File: config.mk
export PLATFORM = sky130hd
export DESIGN_NAME = store_axi_writer
export DESIGN_NICKNAME = d
export VERILOG_FILES = /design/src/rtl/store_axi_writer_pkg.sv /design/src/rtl/store_lane_align.sv /design/src/rtl/store_axi_writer.sv
export SDC_FILE = /design/constraint.sdc
export NUM_CORES = 1
export LEC_CHECK = 0
export CAP_MARGIN = 20
export CORE_ASPECT_RATIO = 1.5
export CORE_MARGIN = 2
export CORE_UTILIZATION = 45
export DETAILED_ROUTE_END_ITERATION = 10
export PLACE_DENSITY = 0.8
export SETUP_SLACK_MARGIN = 0.15
export SLEW_MARGIN = 25
export SYNTH_ARGS = -nofsm -noshare
export SYNTH_HDL_FRONTEND = slang
export SYNTH_HIERARCHICAL = 1
export SYNTH_SLANG_ARGS = --single-unit
File: constraint.sdc
create_clock -name clk -period 2.8 [get_ports clk]
set_input_delay 0.56 -clock clk [delete_from_list [all_inputs] [get_ports clk]]
set_output_delay 0.56 -clock clk [all_outputs]
set_load 0.02 [all_outputs]
File: src/rtl/store_axi_writer_pkg.sv
// Shared definitions for the store write path: store size encodings,
// AXI response codes and the writer FSM state type.
package store_axi_writer_pkg;

   localparam logic [1:0] OP_SB = 2'd0;
   localparam logic [1:0] OP_SH = 2'd1;
   localparam logic [1:0] OP_SW = 2'd2;

   localparam logic [1:0] RESP_OKAY = 2'b00;

   typedef enum logic [1:0] {
      IDLE   = 2'd0,
      SEND   = 2'd1,
      WAIT_B = 2'd2,
      FAULT  = 2'd3
   } state_t;

endpackage

File: src/rtl/store_lane_align.sv
// Places LSB-justified store data into its byte lanes and builds the strobe;
// flags misaligned addresses and the reserved store op.
module store_lane_align
   import store_axi_writer_pkg::*;
(
   input  logic [1:0]  pos,
   input  logic [1:0]  op,
   input  logic [31:0] data,
   output logic [31:0] shifted,
   output logic [3:0]  strb,
   output logic        misalign,
   output logic        illegal
);

   // Rejected requests leave data and strobe at zero.
   always_comb begin
      shifted  = '0;
      strb     = '0;
      misalign = 1'b0;
      illegal  = 1'b0;
      case (op)
         OP_SB: begin
            strb    = 4'b0001 << pos;
            shifted = {24'b0, data[7:0]} << {pos, 3'b000};
         end
         OP_SH: begin
            if (pos == 2'd3) begin
               misalign = 1'b1;
            end else begin
               strb    = 4'b0011 << pos;
               shifted = {16'b0, data[15:0]} << {pos, 3'b000};
            end
         end
         OP_SW: begin
            if (pos != 2'd0) begin
               misalign = 1'b1;
            end else begin
               strb    = 4'hF;
               shifted = data;
            end
         end
         default: illegal = 1'b1;
      endcase
   end

endmodule

File: src/rtl/store_axi_writer.sv
// Store request to single AXI4-Lite write: lane alignment at accept, then
// independent AW/W handshakes, B response, and a one-cycle done/err pulse.
module store_axi_writer
   import store_axi_writer_pkg::*;
#(
   parameter int ADDR_W = 32,
   parameter int DATA_W = 32
) (
   input  logic              clk,
   input  logic              rst_n,
   input  logic              req_valid,
   output logic              req_ready,
   input  logic [ADDR_W-1:0] req_addr,
   input  logic [DATA_W-1:0] req_wdata,
   input  logic [1:0]        req_writeop,
   output logic              awvalid,
   input  logic              awready,
   output logic [ADDR_W-1:0] awaddr,
   output logic              wvalid,
   input  logic              wready,
   output logic [DATA_W-1:0] wdata,
   output logic [3:0]        wstrb,
   input  logic              bvalid,
   output logic              bready,
   input  logic [1:0]        bresp,
   output logic              done,
   output logic              err
);

   state_t            state, state_nxt;
   logic              aw_done, aw_done_nxt;
   logic              w_done, w_done_nxt;
   logic              awvalid_nxt, wvalid_nxt, bready_nxt;
   logic              done_nxt, err_nxt;
   logic [ADDR_W-1:0] awaddr_nxt;
   logic [DATA_W-1:0] wdata_nxt;
   logic [3:0]        wstrb_nxt;

   logic [31:0]       align_data;
   logic [3:0]        align_strb;
   logic              align_misalign, align_illegal;

   store_lane_align u_align (
      .pos      (req_addr[1:0]),
      .op       (req_writeop),
      .data     (req_wdata),
      .shifted  (align_data),
      .strb     (align_strb),
      .misalign (align_misalign),
      .illegal  (align_illegal)
   );

   assign req_ready = (state == IDLE);

   always_ff @(posedge clk or negedge rst_n) begin
      if (!rst_n) begin
         state   <= IDLE;
         aw_done <= 1'b0;
         w_done  <= 1'b0;
         awvalid <= 1'b0;
         wvalid  <= 1'b0;
         bready  <= 1'b0;
         done    <= 1'b0;
         err     <= 1'b0;
         awaddr  <= '0;
         wdata   <= '0;
         wstrb   <= '0;
      end else begin
         state   <= state_nxt;
         aw_done <= aw_done_nxt;
         w_done  <= w_done_nxt;
         awvalid <= awvalid_nxt;
         wvalid  <= wvalid_nxt;
         bready  <= bready_nxt;
         done    <= done_nxt;
         err     <= err_nxt;
         awaddr  <= awaddr_nxt;
         wdata   <= wdata_nxt;
         wstrb   <= wstrb_nxt;
      end
   end

   // Rejected requests raise done/err on entry to FAULT so the pulse
   // lands one cycle after accept; bready is only raised once both
   // AW and W have completed, so an early B is never taken.
   always_comb begin
      state_nxt   = state;
      aw_done_nxt = aw_done;
      w_done_nxt  = w_done;
      awvalid_nxt = awvalid;
      wvalid_nxt  = wvalid;
      bready_nxt  = bready;
      done_nxt    = 1'b0;
      err_nxt     = 1'b0;
      awaddr_nxt  = awaddr;
      wdata_nxt   = wdata;
      wstrb_nxt   = wstrb;
      case (state)
         IDLE: begin
            if (req_valid) begin
               if (align_misalign || align_illegal) begin
                  state_nxt = FAULT;
                  done_nxt  = 1'b1;
                  err_nxt   = 1'b1;
               end else begin
                  awaddr_nxt  = req_addr;
                  wdata_nxt   = align_data;
                  wstrb_nxt   = align_strb;
                  awvalid_nxt = 1'b1;
                  wvalid_nxt  = 1'b1;
                  aw_done_nxt = 1'b0;
                  w_done_nxt  = 1'b0;
                  state_nxt   = SEND;
               end
            end
         end
         SEND: begin
            if (awvalid && awready) begin
               awvalid_nxt = 1'b0;
               aw_done_nxt = 1'b1;
            end
            if (wvalid && wready) begin
               wvalid_nxt = 1'b0;
               w_done_nxt = 1'b1;
            end
            if (aw_done_nxt && w_done_nxt) begin
               bready_nxt = 1'b1;
               state_nxt  = WAIT_B;
            end
         end
         WAIT_B: begin
            if (bvalid) begin
               bready_nxt = 1'b0;
               done_nxt   = 1'b1;
               err_nxt    = (bresp != RESP_OKAY);
               state_nxt  = IDLE;
            end
         end
         FAULT: state_nxt = IDLE;
         default: state_nxt = IDLE;
      endcase
   end

endmodule

==> flow_summary.json <==
{
  "finalHoldViolations": 0,
  "cts_made_buffers": 9,
  "drv_slew": 0,
  "synth_area_leaders": "dfrtp_1, mux2_2, mux2_4",
  "period_share_pct": 92.5,
  "fin_ws_ps": 209,
  "clock_latency_ps": 340,
  "synth_cells": 341,
  "yosys_warnings": 6,
  "synth_common_cells": "dfrtp_1, mux2_2, a21oi_1, mux2_4, a22oi_1",
  "die_w_um": 82.7,
  "area_growth_pct": 46.3,
  "netlist_area_um2": 4180,
  "rr_startpoint": "state[1]$_DFFE_PN0P_",
  "post_cts_resized": 0,
  "timing.rr.end": "awaddr[2]$_DFFE_PN0P_",
  "cts_max_level": 3,
  "seqCellArea_um2": 1930,
  "dr.pass1.iters": 6,
  "ys.flop_type": "dfrtp_1",
  "hold_slack_ps": 229,
  "crit_chain": "clkdlybuf4s50_1, inv_1, ha_1, nand2b_1, a21boi_0, or4b_4, nor2_8, buf_12, mux2_2",
  "path_delay_family": "simple AND/OR/NAND/NOR gates",
  "async_flop_share_pct": 100,
  "initial_core_util_pct": 45.6,
  "diodes": 0,
  "cp_max_fo": 26,
  "n_fill_cell": 728,
  "critPathCaptureType": "flop",
  "drtIter0Drc": 299,
  "avgSynthCellArea_um2": 12.2,
  "critPathArrivalTime_ps": 2810,
  "p_per_area_nw_per_um2": 908,
  "skew_ps": 3.08,
  "fin_crit_ps": 2590,
  "ant_nets": 0,
  "dp_hpwl_um": 8210,
  "cts_buffer_depth": 2,
  "max-cap-violations": 0,
  "crit_path_start_kind": "input pin",
  "path_buf_inv": 3,
  "die-area_um2": 10100,
  "cts_root_buf": "clkbuf_16",
  "cp_slowest_cell": "or4b_4",
  "finalSetupTns_ps": 0,
  "viasPerCell": 5.57,
  "worstMarginPinSlew_ps": 695,
  "core.rowCount": 43,
  "ff2ff_path_depth": 4,
  "synth-seq-area-share_pct": 46.1,
  "wl_um": 11000,
  "crit_path_max_incr_delay_ps": 550,
  "cts.hold.buffers_added": 0,
  "portBuffers": 147,
  "fmax_mhz": 386,
  "ir_drop_uv": 666,
  "fin_area_um2": 6110,
  "synth_seq_cells": 77,
  "post-route-util_pct": 66.8,
  "drc": 0,
  "routabilityCongestion": 0.879,
  "grt_usage_pct": 22.1,
  "power_leakage_nw": 2.58,
  "grt_remaining_overflow": 0,
  "layout-drive-gt1-share_pct": 24.6,
  "place_area_um2": 5780,
  "grt_pass1_vias": 3375,
  "grt_max_degree": 78,
  "routed-via-count": 3412,
  "wl_per_cell_um": 17.9,
  "ioPinCount": 148,
  "critPathRequiredTime_ps": 3020,
  "num-nets-final": 580,
  "outcome": "completed",
  "synth_area_leader_cell": "dfrtp_1",
  "cts.sinks": 77,
  "clkTransAtPathRegs_ps": 60,
  "path_class": "in2reg",
  "syn-num-nets": 425,
  "yosys.area.top_type_share_pct": 46.1,
  "cts_tree": "yes",
  "rsz0062_at_grt": "true",
  "die_h_um": 122,
  "antenna_found_initial": 0,
  "slew_headroom_pct": 53.7,
  "synth.most_common_cell": "dfrtp_1",
  "yosysUniqueCellTypes": 47,
  "synth_edf_count": 0,
  "hold_class": "in2async",
  "core_area_um2": 9150,
  "grt_first_pass_wirelength_um": 16800,
  "place_ws_ps": -132,
  "reg2reg_setup_slack_ps": 850,
  "multiInputGateArea_um2": 2010,
  "finalSetupViolCount": 0
}
-- registers in the layout, summed over array words and instances (netlist names) --
name and flops:
awaddr 32, wdata 32, wstrb 4, state 2
aw_done 1, awvalid 1, bready 1, done 1
err 1, w_done 1, wvalid 1
-- repair_timing --
item / in CTS / in global routing
hold endpoints to repair: 0 / 0
setup endpoints to repair: 0 / 9
buffers inserted: 0 / 0
-- through the flow --
stage	cells	power (mW)
2_1_floorplan	341	3.12
3_3_place_gp	597	4.25
3_5_place_dp	597	4.31
4_1_cts	613	5.61
5_1_grt	613	5.82
6_report	613	5.55
-- cell families after synthesis --
| family | share of synthesized area, % |
|---|---|
| AO/OA/AOI/OAI | 14.1 |
| adder cells (fa/ha/maj) | 3.00 |
| buffers and inverters | 5.63 |
| flip-flops | 46.1 |
| multiplexers | 22.9 |
| AND/OR/NAND/NOR | 8.18 |
-- worst max path at each step --
stage / from / end / cells past startpoint
finish: req_addr[1] / awaddr[2]$_DFFE_PN0P_ / 9
global placement: req_writeop[0] / wdata[21]$_DFFE_PN0P_ / 8
floorplan: req_addr[1] / wdata[0]$_DFFE_PN0P_ / 10
detailed placement: req_writeop[0] / awaddr[2]$_DFFE_PN0P_ / 8
CTS: req_addr[1] / awaddr[2]$_DFFE_PN0P_ / 9
global route: req_addr[0] / wdata[23]$_DFFE_PN0P_ / 9
-- per-layer routing --
metal	up-vias	wire length, µm	track usage, %
met3	27	740	6.44
met2	152	5830	37.8
met4	0	305	9.84
met5	-	0	0
met1	1685	4070	25.0
li1	1548	-	-
-- layout make-up --
class                           count  area share, %
Clock buffer                       11           3.97
Timing Repair Buffer              169           27.4
Clock inverter                      5           1.37
Inverter                            7          0.430
Multi-Input combinational cell    232           33.0
Sequential cell                    77           31.5
Tap cell                          112           2.29
-- power breakdown --
part / leakage [nW] / internal, mW / switching [mW]
Combinational: 1.43 / 1.34 / 1.10
Clock: 0.152 / 0.806 / 0.462
Sequential: 0.993 / 1.56 / 0.278
-- cells in the final DEF (no fill, tap or decap), types with 2 or more instances in the layout --
master	n
a21oi_1	34
o211ai_1	3
nor2b_1	3
a22oi_1	23
buf_4	19
nand2_1	22
clkdlybuf4s50_1	146
inv_1	7
clkbuf_16	9
nor2_1	8
o21ai_0	3
clkinvlp_4	2
nand2b_1	10
bufinv_16	2
a31oi_1	2
o22ai_1	8
buf_12	3
ha_1	10
o2bb2ai_1	8
dfrtp_1	77
mux2_2	48
mux2_4	27
Note: power is estimated with default switching activity, not from simulation.
